File: src/rtl/bus_arbiter_pkg.sv
// rtl/bus_arbiter_pkg.sv - shared types and constants for the system bus arbiter
package bus_arbiter_pkg;

  localparam int ARB_MAX_MASTERS       = 16;
  localparam int DEFAULT_GRANT_TIMEOUT = 16;
  localparam int DEFAULT_BUS_TIMEOUT   = 1024;

  typedef enum logic [1:0] {
    IDLE    = 2'd0,
    GRANTED = 2'd1,
    BUSY    = 2'd2,
    ABORT   = 2'd3
  } arb_state_e;

  function automatic int max_int(input int a, input int b);
    return (a > b) ? a : b;
  endfunction

endpackage

File: src/rtl/bus_arbiter_if.sv
// rtl/bus_arbiter_if.sv - request/grant and transaction handshake bundle of the system bus
interface bus_arbiter_if #(
  parameter int NUM_MASTERS = 4
);

  logic [NUM_MASTERS-1:0] request;
  logic [NUM_MASTERS-1:0] granted;
  logic                   begin_transaction_in;
  logic                   end_transaction_in;
  logic                   error_in;
  logic                   end_transaction_out;

  // master: the requesting/bus side; slave: the arbiter
  modport master (
    output request, begin_transaction_in, end_transaction_in, error_in,
    input  granted, end_transaction_out
  );

  modport slave (
    input  request, begin_transaction_in, end_transaction_in, error_in,
    output granted, end_transaction_out
  );

endinterface

File: src/rtl/bus_arbiter_rr_priority_picker.sv
// rtl/bus_arbiter_rr_priority_picker.sv - combinational round-robin pick of the first requester at or above pointer
module rr_priority_picker
  import bus_arbiter_pkg::*;
#(
  parameter int  NUM_MASTERS = 4,
  localparam int IDX_W       = $clog2(NUM_MASTERS)
) (
  input  logic [NUM_MASTERS-1:0] request,
  input  logic [IDX_W-1:0]       pointer,
  output logic [NUM_MASTERS-1:0] pick,
  output logic [IDX_W-1:0]       pick_index
);

  logic [2*NUM_MASTERS-1:0] doubled;
  logic [2*NUM_MASTERS-1:0] masked;
  logic                     found;

  assign doubled = {request, request};

  // Lower copy is masked below pointer; the upper copy supplies the wrap-around.
  always_comb begin
    masked     = '0;
    pick       = '0;
    pick_index = '0;
    found      = 1'b0;
    for (int i = 0; i < 2*NUM_MASTERS; i++) begin
      masked[i] = doubled[i] & ((i >= NUM_MASTERS) || (i >= int'(pointer)));
    end
    for (int i = 0; i < 2*NUM_MASTERS; i++) begin
      if (!found && masked[i]) begin
        found      = 1'b1;
        pick_index = IDX_W'(i % NUM_MASTERS);
      end
    end
    if (found) begin
      pick[pick_index] = 1'b1;
    end
  end

endmodule

File: src/rtl/bus_arbiter.sv
// rtl/bus_arbiter.sv - round-robin system bus arbiter with grant and bus watchdogs
module bus_arbiter
  import bus_arbiter_pkg::*;
#(
  parameter int  NUM_MASTERS   = 4,
  parameter int  GRANT_TIMEOUT = DEFAULT_GRANT_TIMEOUT,
  parameter int  BUS_TIMEOUT   = DEFAULT_BUS_TIMEOUT,
  localparam int IDX_W         = $clog2(NUM_MASTERS)
) (
  input  logic             system_clock,
  input  logic             system_reset,
  bus_arbiter_if.slave     bus,
  output logic [IDX_W-1:0] active_master,
  output logic             bus_idle,
  output logic             timeout_error
);

  localparam int CNT_W = $clog2(max_int(GRANT_TIMEOUT, BUS_TIMEOUT)) + 1;
  localparam logic [CNT_W-1:0] GRANT_LAST = CNT_W'(GRANT_TIMEOUT - 1);
  localparam logic [CNT_W-1:0] BUS_LAST   = CNT_W'(BUS_TIMEOUT - 1);

  arb_state_e             state_q, state_d;
  logic [NUM_MASTERS-1:0] granted_q, granted_d;
  logic [IDX_W-1:0]       active_q, active_d;
  logic [IDX_W-1:0]       pointer_q, pointer_d;
  logic [CNT_W-1:0]       count_q, count_d;
  logic                   end_out_q, end_out_d;
  logic                   timeout_q, timeout_d;

  logic [NUM_MASTERS-1:0] pick;
  logic [IDX_W-1:0]       pick_index;
  logic [IDX_W-1:0]       next_pointer;

  rr_priority_picker #(
    .NUM_MASTERS(NUM_MASTERS)
  ) u_picker (
    .request    (bus.request),
    .pointer    (pointer_q),
    .pick       (pick),
    .pick_index (pick_index)
  );

  // The master that just finished drops to lowest priority.
  assign next_pointer = (active_q == IDX_W'(NUM_MASTERS - 1)) ? '0 : active_q + 1'b1;

  always_comb begin
    state_d   = state_q;
    granted_d = granted_q;
    active_d  = active_q;
    pointer_d = pointer_q;
    count_d   = (count_q == '1) ? count_q : count_q + 1'b1;
    end_out_d = 1'b0;
    timeout_d = 1'b0;
    unique case (state_q)
      IDLE: begin
        if (|bus.request) begin
          granted_d = pick;
          active_d  = pick_index;
          count_d   = '0;
          state_d   = GRANTED;
        end
      end
      GRANTED: begin
        // begin outranks both the dropped request and the grant watchdog
        if (bus.begin_transaction_in) begin
          count_d = '0;
          state_d = BUSY;
        end else if (!bus.request[active_q]) begin
          granted_d = '0;
          pointer_d = next_pointer;
          state_d   = IDLE;
        end else if (count_q == GRANT_LAST) begin
          granted_d = '0;
          pointer_d = next_pointer;
          timeout_d = 1'b1;
          state_d   = IDLE;
        end
      end
      BUSY: begin
        if (bus.end_transaction_in || bus.error_in) begin
          granted_d = '0;
          pointer_d = next_pointer;
          state_d   = IDLE;
        end else if (count_q == BUS_LAST) begin
          end_out_d = 1'b1;
          timeout_d = 1'b1;
          state_d   = ABORT;
        end
      end
      ABORT: begin
        granted_d = '0;
        pointer_d = next_pointer;
        state_d   = IDLE;
      end
      default: state_d = IDLE;
    endcase
  end

  always_ff @(posedge system_clock) begin
    if (system_reset) begin
      state_q   <= IDLE;
      granted_q <= '0;
      active_q  <= '0;
      pointer_q <= '0;
      count_q   <= '0;
      end_out_q <= 1'b0;
      timeout_q <= 1'b0;
    end else begin
      state_q   <= state_d;
      granted_q <= granted_d;
      active_q  <= active_d;
      pointer_q <= pointer_d;
      count_q   <= count_d;
      end_out_q <= end_out_d;
      timeout_q <= timeout_d;
    end
  end

  assign bus.granted             = granted_q;
  assign bus.end_transaction_out = end_out_q;
  assign active_master           = active_q;
  assign timeout_error           = timeout_q;
  assign bus_idle                = (state_q == IDLE);

endmodule

File: src/flat_wrapper.sv
// flat-port wrapper written by rule: the top's interface ports become plain ports
module bus_arbiter_flat import bus_arbiter_pkg::*;
#(
  parameter int  NUM_MASTERS   = 4,
  parameter int  GRANT_TIMEOUT = DEFAULT_GRANT_TIMEOUT,
  parameter int  BUS_TIMEOUT   = DEFAULT_BUS_TIMEOUT,
  localparam int IDX_W         = $clog2(NUM_MASTERS)
)
  (system_clock, system_reset, active_master, bus_idle, timeout_error, bus_request, bus_begin_transaction_in, bus_end_transaction_in, bus_error_in, bus_granted, bus_end_transaction_out);
  bus_arbiter_if #(.NUM_MASTERS(NUM_MASTERS)) bus_i ();
  input  logic system_clock;
  input  logic system_reset;
  output logic [IDX_W-1:0] active_master;
  output logic bus_idle;
  output logic timeout_error;
  input wire logic [$bits(bus_i.request)-1:0] bus_request;
  input wire logic [$bits(bus_i.begin_transaction_in)-1:0] bus_begin_transaction_in;
  input wire logic [$bits(bus_i.end_transaction_in)-1:0] bus_end_transaction_in;
  input wire logic [$bits(bus_i.error_in)-1:0] bus_error_in;
  output wire logic [$bits(bus_i.granted)-1:0] bus_granted;
  output wire logic [$bits(bus_i.end_transaction_out)-1:0] bus_end_transaction_out;
  assign bus_i.request = bus_request;
  assign bus_i.begin_transaction_in = bus_begin_transaction_in;
  assign bus_i.end_transaction_in = bus_end_transaction_in;
  assign bus_i.error_in = bus_error_in;
  assign bus_granted = bus_i.granted;
  assign bus_end_transaction_out = bus_i.end_transaction_out;
  bus_arbiter #(.NUM_MASTERS(NUM_MASTERS), .GRANT_TIMEOUT(GRANT_TIMEOUT), .BUS_TIMEOUT(BUS_TIMEOUT)) u_core (.system_clock(system_clock), .system_reset(system_reset), .bus(bus_i), .active_master(active_master), .bus_idle(bus_idle), .timeout_error(timeout_error));
endmodule
File: config.mk
export PLATFORM = sky130hd
export DESIGN_NAME = bus_arbiter_flat
export DESIGN_NICKNAME = d
export VERILOG_FILES = /design/src/rtl/bus_arbiter_pkg.sv /design/src/rtl/bus_arbiter_if.sv /design/src/rtl/bus_arbiter_rr_priority_picker.sv /design/src/rtl/bus_arbiter.sv /design/src/flat_wrapper.sv
export SDC_FILE = /design/constraint.sdc
export NUM_CORES = 1
export LEC_CHECK = 0
export ABC_CLOCK_PERIOD_IN_PS = 3600
export CAP_MARGIN = 25
export CORE_UTILIZATION = 34
export DETAILED_ROUTE_END_ITERATION = 8
export GPL_TIMING_DRIVEN = 1
export PLACE_DENSITY_LB_ADDON = 0.3
export SLEW_MARGIN = 20
export SYNTH_ARGS = -nofsm -noshare
export SYNTH_HDL_FRONTEND = slang
export SYNTH_HIERARCHICAL = 1
export SYNTH_SLANG_ARGS = --single-unit
File: constraint.sdc
create_clock -name system_clock -period 3.6 [get_ports system_clock]
set_clock_uncertainty 0.2 [all_clocks]
set_input_delay 0.9 -clock system_clock [delete_from_list [all_inputs] [get_ports system_clock]]
set_output_delay 0.9 -clock system_clock [all_outputs]
set_load 0.02 [all_outputs]
[Word level (Yosys, flattened, before mapping)]
Index checks and enable logic that the tools add are counted.
Storage, ports and cells
  output and inout bits: 9
  register bits after elaboration: 23
  bits of input ports: 9
Operators by class
  reductions and logical operators: 24
  equality and inequality tests: 13
  magnitude comparators: 6
  add/sub/neg operators: 2
  mux-type cells: 49
  bitwise operators: 4
Operators with widths (number)
  $mux W2: 17
  $mux W11: 3
  $mux W4: 6
  $pmux W11 S2: 1
  $mux W1: 16
  $pmux W4 S4: 1
  $add A11 B1 Y11 const B: 1
  $eq A11 B10 Y1 const B: 1
  $eq A11 B11 Y1 const B: 1
  $eq A11 B4 Y1 const B: 1
  $logic_and A1 B1 Y1: 8
  $pmux W2 S4: 1
  $reduce_and A4 Y1: 2
  $logic_not A1 Y1: 7
  $eq A2 B2 Y1 const B: 3
  $lt A2 B3 Y1 const B: 2
  $pmux W2 S3: 1
  $ge A1 B2 Y1 const A: 2
  $ne A2 B1 Y1 const B: 2
  $ne A4 B4 Y1 const B: 1
  $reduce_or A4 Y1: 1
  $and A1 B1 Y1: 3
  $ne A3 B1 Y1 const B: 1
  $ne A3 B3 Y1 const B: 1
  other kinds (15): 15

[Logic depth before layout (Yosys ltp)]
  depth in word-level cells: 31
  gate-level depth with buffers: 7

[Cells and area by module]
The synthesis kept the hierarchy.
Modules (own cells, without submodules)
  bus_arbiter: times used 1, cells an instance 132, area each 1221.2 um^2
  rr_priority_picker: times used 1, cells an instance 31, area each 197.7 um^2

[Least setup slack after synthesis]
No wires, ideal clock.
  kind: input-to-reg
  start: in bus_request[3]
  end: reg u_core.pointer_q[0]
  path slack: 1.290 ns
  stages: 4
  data required time: 3.277 ns
  data arrival time: 1.986 ns
  library setup time: 0.123 ns
  cells stage by stage: mux4_2 o31ai_4 o211a_1 mux2_1
On the way
  longest elaborated chain between the ends: 5
  elaborated cells on any way between the ends: 7
  classes of those cells: eq/ne: 1; mux: 5; reduce/logical: 1
Ends and longest elaborated chain
  start: declaration: line flat_wrapper.sv:16  | input wire logic [$bits(bus_i.request)-1:0] bus_request;
  $bmux W1 S2 (*): line bus_arbiter.sv:68  | end else if (!bus.request[active_q]) begin
  $mux W1 (implied by the code) (*): line bus_arbiter.sv:68
  $mux W2: line bus_arbiter.sv:68
  $mux W2: line bus_arbiter.sv:65  | if (bus.begin_transaction_in) begin
  $pmux W2 S3: line bus_arbiter.sv:54  | unique case (state_q)
  end signal: assignment: line bus_arbiter.sv:112  | pointer_q <= pointer_d;
  end: declaration: line bus_arbiter.sv:25  | logic [IDX_W-1:0] pointer_q, pointer_d;
Every way passes the cells marked *; elsewhere a longest branch is shown, timed or not. The select of a mux whose other input is x is not followed.
A chain may end at the register's enable or synchronous reset.

[Worst setup path after layout]
  start: in bus_request[1]
  end: reg u_core.pointer_q[0]
The elaborated chain is that of the path after synthesis.

==> flow_metrics.env <==
export IMPL_clk_latency_ns=0.27
export IMPL_finalCritPeriodShare_pct=77.0
export IMPL_initial_utilization_pct=35.5
export IMPL_cts_sinks=23
export IMPL_finalSetupTns_ns=0
export IMPL_power_leakage_uw=0.000596
export IMPL_antenna_found_initial=0
export IMPL_grt_overflow=0
export IMPL_root_buffer="clkbuf_8"
export IMPL_post_cts_resize_count=0
export IMPL_vias=1223
export IMPL_ys_types=52
export IMPL_cp_depth=5
export IMPL_yosysSeqAreaShare_pct=32.5
export IMPL_drcViolationCount=0
export IMPL_synthesis_area_sq_um=1420
export IMPL_synth_async_reset_ratio_pct=0
export IMPL_grt_util_met2_pct=26.0
export IMPL_grt_max_degree=21
export IMPL_fmax_mhz=361
export IMPL_synth_commonest_cells="dfxtp_1 (23), a21oi_1 (14), nor2_1 (13)"
export IMPL_internal_power_uw=414
export IMPL_ys_flop_type="dfxtp_1"
export IMPL_drt_iter0_drc=53
export IMPL_sequentialPowerShare_pct=47.8
export IMPL_cp_num_buf_inv=1
export IMPL_hp_class="flip-flop to flip-flop"
export IMPL_hold_buffers=0
export IMPL_grt_pass1_wl_microns=5080
export IMPL_peakVddDrop_v=0.000159
export IMPL_worst_pin_slew_ns=0.645
export IMPL_wl_per_cell_microns=13.4
export IMPL_whs_path_depth=2
export IMPL_cap_violations=0
export IMPL_clockBufferDepth=2
export IMPL_synth_area_leaders="dfxtp_1 (32%), a21oi_1 (4.9%), ha_1 (4.4%), mux2i_1 (3.5%), nor2_1 (3.4%)"
export IMPL_firstDrtPassIters=4
export IMPL_startpoint_type="primary input"
export IMPL_p_sw_share_pct=29.7
export IMPL_switching_power_uw=175
export IMPL_critPathArrivalTime_ns=2.73
export IMPL_area_growth_pct=17.5
export IMPL_status="completed"
export IMPL_post_cts_setup_buffers=0
export IMPL_critical_path_top_delay_family="multiplexers"
export IMPL_drt_total_wl_microns=3050
export IMPL_power_share_clock_pct=27.5
export IMPL_rsz0062_at_grt="no"
export IMPL_die_height_microns=66.6
export IMPL_netlist_instances=163
export IMPL_finalHoldViolations=0
export IMPL_crit_required_ns=3.56
export IMPL_syn_nets=177
export IMPL_nNetsFinal=193
export IMPL_rows=23
export IMPL_synth_edf_count=0
export IMPL_via_per_inst=5.36
export IMPL_reg2reg_depth=6
export IMPL_crit_path_max_incr_delay_ns=0.60
export IMPL_post_dp_hpwl_microns=2230
export IMPL_cts_buffers=3
export IMPL_drive_gt1_share_pct=8.43
export IMPL_relSlewSlack_pct=56.9
export IMPL_first_global_vias=1155
export IMPL_die_x_microns=66.6
export IMPL_synth_most_common_cell="dfxtp_1"
export IMPL_yosysTopAreaCell="dfxtp_1"
export IMPL_n_antenna_cell=0
export IMPL_slew_violations=0
export IMPL_globalplace_congestion=0.789
export IMPL_ant_nets=0
export IMPL_cp_end_kind="flip-flop"
export IMPL_numPortBuffers=17
export IMPL_syn_avg_cell_area_sq_um=8.70
export IMPL_power_density_nw_per_um2=354
export IMPL_finalPower_uw=590
export IMPL_cts_htree_levels=1
export IMPL_crit_chain="clkdlybuf4s50_1 -> mux4_2 -> o31ai_4 -> o211a_1 -> mux2_1"
export IMPL_combPwrFrac_pct=24.7
export IMPL_grt_util_met1_pct=17.4
export IMPL_use_met3_pct=3.60
export IMPL_cts_clk_slew_worst_paths_ns=0.09
export IMPL_synth_top_area_share_pct=32.5
export IMPL_die_area_sq_um=4440
export IMPL_core_sq_um=4000
export IMPL_fin_crit_ns=2.77
export IMPL_busiest_layer="met2"
export IMPL_grtUsageTotal_pct=14.8
export IMPL_synth_seq_cells=23
export IMPL_cp_max_fo=11
export IMPL_ys_warn_count=6
export IMPL_critical_path_class="primary input to flip-flop"
export IMPL_cpMaxStageDelayCell="mux4_2"
export IMPL_finalSetupViolations=0
export IMPL_cts_tree="done"
export IMPL_ios=18
==> final timing paths <==
path                                      startpoint                                  to  slack, ns
setup reg to reg      u_core/state_q[0]$_SDFFE_PP0P_      u_core/state_q[1]$_SDFFE_PP0P_       1.54
hold / removal    u_core/bus.granted[0]$_SDFFE_PP0P_  u_core/bus.granted[0]$_SDFFE_PP0P_       0.28
setup / recovery                      bus_request[1]    u_core/pointer_q[0]$_SDFFE_PP0P_       0.83
hold reg to reg   u_core/bus.granted[0]$_SDFFE_PP0P_  u_core/bus.granted[0]$_SDFFE_PP0P_       0.28
==> layout by cell type (no fill, tap or decap), types with 2 or more instances in the layout <==
master           count
mux2i_1              5
ha_1                 5
o21ai_0              7
mux2_1               2
xnor2_1              2
nor2_1              13
xor2_1               3
dfxtp_1             23
nor3_1               3
nand4_1              3
o221a_2              2
nand2_1              7
and3_1               2
or3_1                6
clkdlybuf4s50_1     17
a211oi_1             3
inv_1               11
o41ai_1              2
o32ai_1              3
nand2b_1             7
a21oi_1             14
o211ai_1             2
and2_1               3
o211a_1              2
clkbuf_8             3
nor4_1               2
==> state kept, by name, summed over array words and instances, names as in the netlist <==
| name | count |
|---|---|
| u_core/active_master | 2 |
| u_core/bus.end_transaction_out | 1 |
| u_core/count_q | 11 |
| u_core/pointer_q | 2 |
| u_core/state_q | 2 |
| u_core/bus.granted | 4 |
| u_core/timeout_error | 1 |
==> layer usage <==
layer  part of all wire [%]  vias to the layer above
li1                       -                      627
met1                     45                      565
met2                     49                       27
met3                    4.5                        4
met4                    1.4                        0
met5                      0                        -
==> metrics by stage <==
step,worst slack [ns],instance area (sq um),utilization [%],cells,hold slack (ns)
final,0.828,1670,41.7,228,0.279
after global routing,0.734,1670,41.7,228,0.310
after CTS,0.820,1670,41.7,228,0.282
after detailed placement,0.577,1620,40.5,224,0.268
after global placement,0.628,1620,40.5,224,0.261
after floorplan,1.29,1420,-,163,0.266
==> kinds of logic after synthesis <==
group / count (synthesis) / synth area share (%)
xor gates and xnor gates: 5 / 3.09
and+or+nand+nor: 57 / 24.0
AOI/OAI and AO/OA: 47 / 23.8
buffers and inverters: 18 / 5.56
muxes: 8 / 6.70
adders and majority gates: 5 / 4.41
DFF: 23 / 32.5
==> power groups by stage <==
stage | clock network [uW] | logic (uW) | registers (uW)
6_report | 162 | 146 | 282
5_1_grt | 178 | 160 | 284
4_1_cts | 170 | 145 | 282
3_5_place_dp | 0 | 145 | 288
3_3_place_gp | 0 | 141 | 287
2_1_floorplan | 0 | 96.4 | 290
==> area by class of cell <==
class,count,area (sq um)
fillers,402,2330
clock buffers,3,41.3
flip-flops and latches,23,460
clock inverters,1,5.00
multi-input cells,122,880
repair buffers,18,178
well taps,50,62.6
inverters,11,41.3
==> worst reg2reg max path: cells and delay by family (launching register included) <==
| kind | cells | cell delay, ns |
|---|---|---|
| mux | 1 | 0.34 |
| buf+inv | 1 | 0.10 |
| flops | 1 | 0.32 |
| fa+ha+maj | 1 | 0.17 |
| compound gates | 2 | 0.36 |
| simple gates | 1 | 0.48 |
No activity file was read; power rests on OpenSTA's default activity.
